===== config.mk =====
export PLATFORM = sky130hd
export DESIGN_NAME = mem_responder
export DESIGN_NICKNAME = d
export VERILOG_FILES = /design/src/rtl/mem_responder.sv
export SDC_FILE = /design/constraint.sdc
export NUM_CORES = 2
export LEC_CHECK = 0
export CAP_MARGIN = 20
export CELL_PAD_IN_SITES_DETAIL_PLACEMENT = 1
export CELL_PAD_IN_SITES_GLOBAL_PLACEMENT = 1
export CORE_MARGIN = 1
export CORE_UTILIZATION = 51
export DETAILED_ROUTE_END_ITERATION = 16
export PLACE_DENSITY = 0.79
export SLEW_MARGIN = 20
export SYNTH_ARGS = -nofsm -noshare
export SYNTH_HDL_FRONTEND = slang
export SYNTH_SLANG_ARGS = --single-unit

===== constraint.sdc =====
create_clock -name clk -period 7.8 [get_ports clk]
set_input_delay 1.56 -clock clk [delete_from_list [all_inputs] [get_ports clk]]
set_output_delay 1.56 -clock clk [all_outputs]
set_load 0.03 [all_outputs]

===== src/rtl/mem_responder.sv =====
// mem_responder
//   Memory-side responder terminating the EU 16-bit word address bus. A
//   single read or write request is captured in IDLE, held for WAIT_STATES
//   idle cycles, performed on an internal 2**ADDR_BITS x 16 RAM, and
//   completed with a one-cycle rdy pulse.
//
// Ports:
//   clk      in   system clock, rising edge
//   reset    in   synchronous active-high reset
//   req      in   request strobe, only sampled in IDLE
//   we       in   1 = write, 0 = read (captured with req)
//   adr[16]  in   word address (captured with req)
//   din[16]  in   write data (captured with req)
//   dout[16] out  read data, held until the next read completes
//   rdy      out  one-cycle completion pulse
//   busy     out  high from the cycle after capture through the rdy cycle
//   adr_err  out  pulses with rdy when the captured address was out of range
module mem_responder #(
  parameter int unsigned ADDR_BITS   = 8,
  parameter int unsigned WAIT_STATES = 2
) (
  input  logic        clk,
  input  logic        reset,
  input  logic        req,
  input  logic        we,
  input  logic [15:0] adr,
  input  logic [15:0] din,
  output logic [15:0] dout,
  output logic        rdy,
  output logic        busy,
  output logic        adr_err
);

  localparam int unsigned DEPTH   = 1 << ADDR_BITS;
  localparam logic [3:0]  WS_INIT = 4'(WAIT_STATES);

  typedef enum logic [1:0] {
    S_IDLE   = 2'd0,
    S_WAIT   = 2'd1,
    S_ACCESS = 2'd2,
    S_DONE   = 2'd3
  } state_t;

  state_t                 state_q, state_d;
  logic [3:0]             cnt_q, cnt_d;
  logic                   cap;

  // Transaction registers, loaded only on capture; never reset because
  // they are only consumed after a capture has filled them.
  logic [ADDR_BITS-1:0]   adr_q;
  logic                   we_q;
  logic [15:0]            din_q;
  logic                   err_q;

  logic [15:0]            dout_q;
  logic [15:0]            mem_q [DEPTH];

  logic                   oor;
  logic                   mem_we;

  // Anything above the implemented address bits is out of range; the RAM
  // never aliases such an address onto its low bits.
  assign oor = (adr >> ADDR_BITS) != 16'h0000;

  // ---- next-state / control ----
  always_comb begin
    state_d = state_q;
    cnt_d   = cnt_q;
    cap     = 1'b0;
    case (state_q)
      S_IDLE: begin
        if (req) begin
          cap     = 1'b1;
          cnt_d   = WS_INIT;
          state_d = (WS_INIT != 4'd0) ? S_WAIT : S_ACCESS;
        end
      end
      S_WAIT: begin
        cnt_d = cnt_q - 4'd1;
        // <= guards against a stray zero count ever locking up in WAIT
        if (cnt_q <= 4'd1) state_d = S_ACCESS;
      end
      S_ACCESS: state_d = S_DONE;
      S_DONE:   state_d = S_IDLE;
      default:  state_d = S_IDLE;
    endcase
  end

  always_ff @(posedge clk) begin
    if (reset) begin
      state_q <= S_IDLE;
      cnt_q   <= 4'd0;
    end else begin
      state_q <= state_d;
      cnt_q   <= cnt_d;
    end
  end

  // ---- request capture ----
  always_ff @(posedge clk) begin
    if (cap) begin
      adr_q <= adr[ADDR_BITS-1:0];
      we_q  <= we;
      din_q <= din;
      err_q <= oor;
    end
  end

  // ---- RAM access ----
  // Reset on the ACCESS edge aborts the write as well.
  assign mem_we = (state_q == S_ACCESS) && we_q && !err_q && !reset;

  always_ff @(posedge clk) begin
    if (mem_we) mem_q[adr_q] <= din_q;
  end

  always_ff @(posedge clk) begin
    if (reset) begin
      dout_q <= 16'h0000;
    end else if ((state_q == S_ACCESS) && !we_q) begin
      dout_q <= err_q ? 16'h0000 : mem_q[adr_q];
    end
  end

  // ---- outputs ----
  assign dout    = dout_q;
  assign rdy     = (state_q == S_DONE);
  assign busy    = (state_q != S_IDLE);
  assign adr_err = (state_q == S_DONE) && err_q;

endmodule


# == Word-level counts from Yosys, hierarchy flattened ==
# Memory sizes are Yosys's and may differ from the RTL's. A register that Yosys moved wholly into a read port is not among the register bits.
# Index checks and enable logic that the tools add are counted.
# W data, S select, Z words.
# op_classes
reduce_logical,14
n_mux,11
addsub,1
n_eq_ne,5
order_cmp,1
# op_table
op,count
$mux W16,1
$reduce_bool A16 Y1,1
$mux W8,1
$pmux W2 S4,1
$pmux W4 S2,1
$logic_and A1 B1 Y1,5
$eq A2 B2 Y1 const B,2
$le A4 B1 Y1 const B,1
$mux W1,4
$mux W2,2
$mux W4,1
$ne A2 B2 Y1 const B,2
$reduce_and A2 Y1,2
$reduce_bool A2 Y1,2
$sub A4 B1 Y4 const B,1
$logic_not A1 Y1,3
$eq A2 B1 Y1 const B,1
$logic_not A2 Y1,1
# word_totals
word_cells,40
output_inout_bits,19
ram_bits,4096
inputBits,36
n_memories,1
regBits,48
# memory_table
memory,words,word_bits,rd,rd_ports_with_merged_regs,wr,line,text
mem_q,256,16,1,1,1,56,logic [15:0] mem_q [DEPTH];

# == Longest topological paths before layout ==
# depth
ltp_word,6
ltp_mapped,12
ltp_nobuf,8

# == Worst setup path before layout ==
# OpenSTA, ideal clock, no wires.
# synth_timing
path_type,register to register
startpoint,register din_q[0]
endpoint,memory mem_q[0][0] (data pin)
required_time_ps,6983
path_stages_with_launch,1
t_arrival_ps,3228
slack_ps,3754
path_buffers,0
period_less_slack_ps,4046
cell_sequence,edfxtp_1
# synth_rtl
item,line,text
start: declaration,52,logic [15:0] din_q;
start signal: assignment,104,din_q <= din;
end: declaration,56,
# No word-level cell before the write port.

# == Worst setup path after layout ==
# layout_timing
startpoint,input reset
endpoint,"memory mem_q[126][10], enable pin"
# layout_via
elab_chain_len,4
# layout_rtl
item,line,text
start: declaration,23,"input logic reset,"
$logic_not A1 Y1,111,assign mem_we = (state_q == S_ACCESS) && we_q && !err_q && !reset;
$logic_and A1 B1 Y1,111,
$mux W1,114,if (mem_we) mem_q[adr_q] <= din_q;
$mux W1 (not written as such),114,
# No other way between the ends.

==> results.yml <==
place:
  hpwl_microns: 295000
  io_buffers: 54
  gp_congestion: 0.924
  pre_cts_ws_ns: 1.85
detailed_routing:
  vias: 85000
  ant_nets: 0
  drc: 0
  routedWlPerCell_microns: 41.8
  routed_via_density: 6.99
  first_pass_iters: 6
  drt_iter0_drc: 15700
  routed_wl_microns: 508000
worst_setup_path:
  r2r_cells: 8
  cp-end-kind: "flip-flop"
  rrSetupSlack_ns: 2.73
  critPathKind: "input port to flip-flop"
  startpoint: "reset"
  critical_path.reg2reg.endpoint: "dout[1]"
  cp-start-kind: "input port"
  cp.arrival_ns: 5.95
  required_ns: 8.46
  crit_path_end: "mem_q[126][10]"
  cp_max_fo: 11
grt:
  grt_max_degree: 173
  antenna_found_initial: 40
  grt_pass1_vias: 86500
  overflow: 0
  track_usage_pct: 32.1
  grt_pass1_wl_microns: 701000
clocking:
  numCtsBuffers: 409
  h-tree-depth: 5
  cts_hold_buf: 0
  cts-root-buf: "clkbuf_16"
  path_clk_slew_ns: 0.08
  worstSkewPairLatency_ns: 1.02
  clk_path_buf_depth: 4
  cts_setup_buffers: 0
  cts_resized: 0
  cts.sinks: 4152
  cts_tree: "built"
synthesis:
  yosysWarnings: 0
  yosysTopAreaCell: "edfxtp_1"
  synth_edf_count: 4122
  syn-num-nets: 7270
  syn_area_per_cell_sq_um: 22.1
  ys_seq_area_share_pct: 78.0
  synth_area_leaders: "edfxtp_1, mux4_2, mux2i_1"
  synth_ff_type: "edfxtp_1"
  ys_seq_elements: 4152
  synthArstFlopShare_pct: 0
  syn_inst: 7227
  netlist_area_sq_um: 159000
  ys_types: 79
  synth_top_area_share_pct: 77.6
power_and_ir_drop:
  vdd_drop_max_uv: 240
  static-leakage-power_nw: 56.3
  power.total_mw: 59.2
  powerDensity_nw_per_um2: 329
die:
  core_area_sq_um: 310000
  start_util_pct: 51.4
  fp-row-count: 204
  dieArea_sq_um: 315000
  die_h_microns: 561
  die_w_microns: 561
  io_pins: 55
final_layout:
  nFillCells: 25800
  fin_nets: 7726
  fin_util_pct: 58.1
  drive_gt1_share_pct: 26.1
  syn2layout_area_growth_pct: 13.0
sta:
  rsz0062_at_grt: "false"
  maxSlewViolCount: 0
  fin_crit_ns: 5.29
  max_slew_margin_pct: 10.9
  finalHoldViolCount: 0
  finalSetupTns_ns: 0
  setup_viol: 0
  worstMarginPinSlew_ns: 1.34
  period_share_pct: 67.8
  fin_skew_ns: 0.0883
  fin_ws_ns: 2.51
  fmax_mhz: 189
job:
  drv_cap: 0
status:
  outcome: "complete, no violations"
worst_hold_path:
  hp-class: "flip-flop to flip-flop"
-- worst min path at each step --
stage	to	depth (start not counted)	startpoint
2_1_floorplan	cnt_q[1]	2	cnt_q[1]
3_3_place_gp	dout[0]	2	dout[0]
3_5_place_dp	dout[3]	2	dout[3]
4_1_cts	dout[3]	2	dout[3]
5_1_grt	dout[13]	2	dout[13]
6_report	dout[3]	2	dout[3]
-- worst max-delay path, stage by stage --
cell	delay (ns)
clkdlybuf4s50_1	0.66
nor2_1	0.24
nand3_1	0.26
nor3b_1	0.87
nand3_2	0.89
buf_4	0.55
nor2_1	0.50
buf_4	0.34
-- placed cells by master, fill, tap and decap left out, types with 80 or more instances in the layout --
cell	n
a21oi_1	81
a22oi_1	131
buf_4	368
clkbuf_16	409
clkinv_1	80
edfxtp_1	4122
mux2i_1	243
mux4_2	948
nand2_1	168
nor2_1	285
o22ai_1	113
-- flip-flops by register name (all words and copies together) (netlist names), named ones only --
| signal | cells |
|---|---|
| adr_q | 8 |
| cnt_q | 4 |
| din_q | 16 |
| dout | 16 |
| err_q | 1 |
| mem_q | 4096 |
| state_q | 2 |
| we_q | 1 |
-- metrics by stage --
step / cell area (sq um) / hold slack, ns / instances
final: 180000 / 0.501 / 12200
after global routing: 180000 / 0.537 / 12100
after CTS: 180000 / 0.505 / 12100
after detailed placement: 166000 / 0.478 / 11400
after global placement: 166000 / 0.456 / 11400
after floorplan: 159000 / 0.468 / 7227
-- logic make-up after synthesis --
group | synth area share, %
buf+inv | 1.65
mux | 15.2
flops | 78.0
compound gates | 2.74
fa+ha+maj | 0.0549
simple gates | 2.30
-- cell type report --
class / count / area, sq um / share of cell area (%)
clock inverters: 259 / 3140 / 1.74
clock buffers: 493 / 10600 / 5.91
inverters: 13 / 58.8 / 0.0327
well taps: 4120 / 5150 / 2.86
flip-flops and latches: 4152 / 124000 / 69.1
multi-input cells: 2649 / 32700 / 18.2
repair buffers: 458 / 3970 / 2.20
diodes: 15 / 37.5 / 0.0208
-- per-layer routing --
metal / GRT usage [%] / vias up / wire length (microns)
li1: - / 31500 / -
met1: 41.8 / 44200 / 171000
met2: 49.1 / 7685 / 232000
met3: 8.72 / 1640 / 68600
met4: 19.0 / 36 / 36300
met5: 0 / - / 259
-- report_power, final --
part	internal, mW	switching [mW]	total, mW
clock network	11.6	8.95	20.6
registers	25.7	0.229	25.9
logic	4.01	8.79	12.8
-- cells in the mapped netlist (12+ instances only) --
cell type,n
a2111oi_0,14
a211oi_1,27
a21oi_1,81
a221oi_1,39
a22o_1,24
a22oi_1,131
a31oi_1,20
a32oi_1,12
and2_1,17
and3_1,15
buf_1,14
buf_2,114
buf_4,102
buf_6,47
clkbuf_1,121
dfxtp_1,30
edfxtp_1,4122
mux2_2,25
mux2i_1,244
mux4_2,948
nand2_1,182
nand2b_1,16
nand3_1,70
nand4_1,19
nor2_1,331
nor2b_1,24
nor3_1,55
nor4_1,17
o211ai_1,17
o21ai_0,52
o221ai_1,28
o22ai_1,113
No activity file was read; power rests on OpenSTA's default activity.
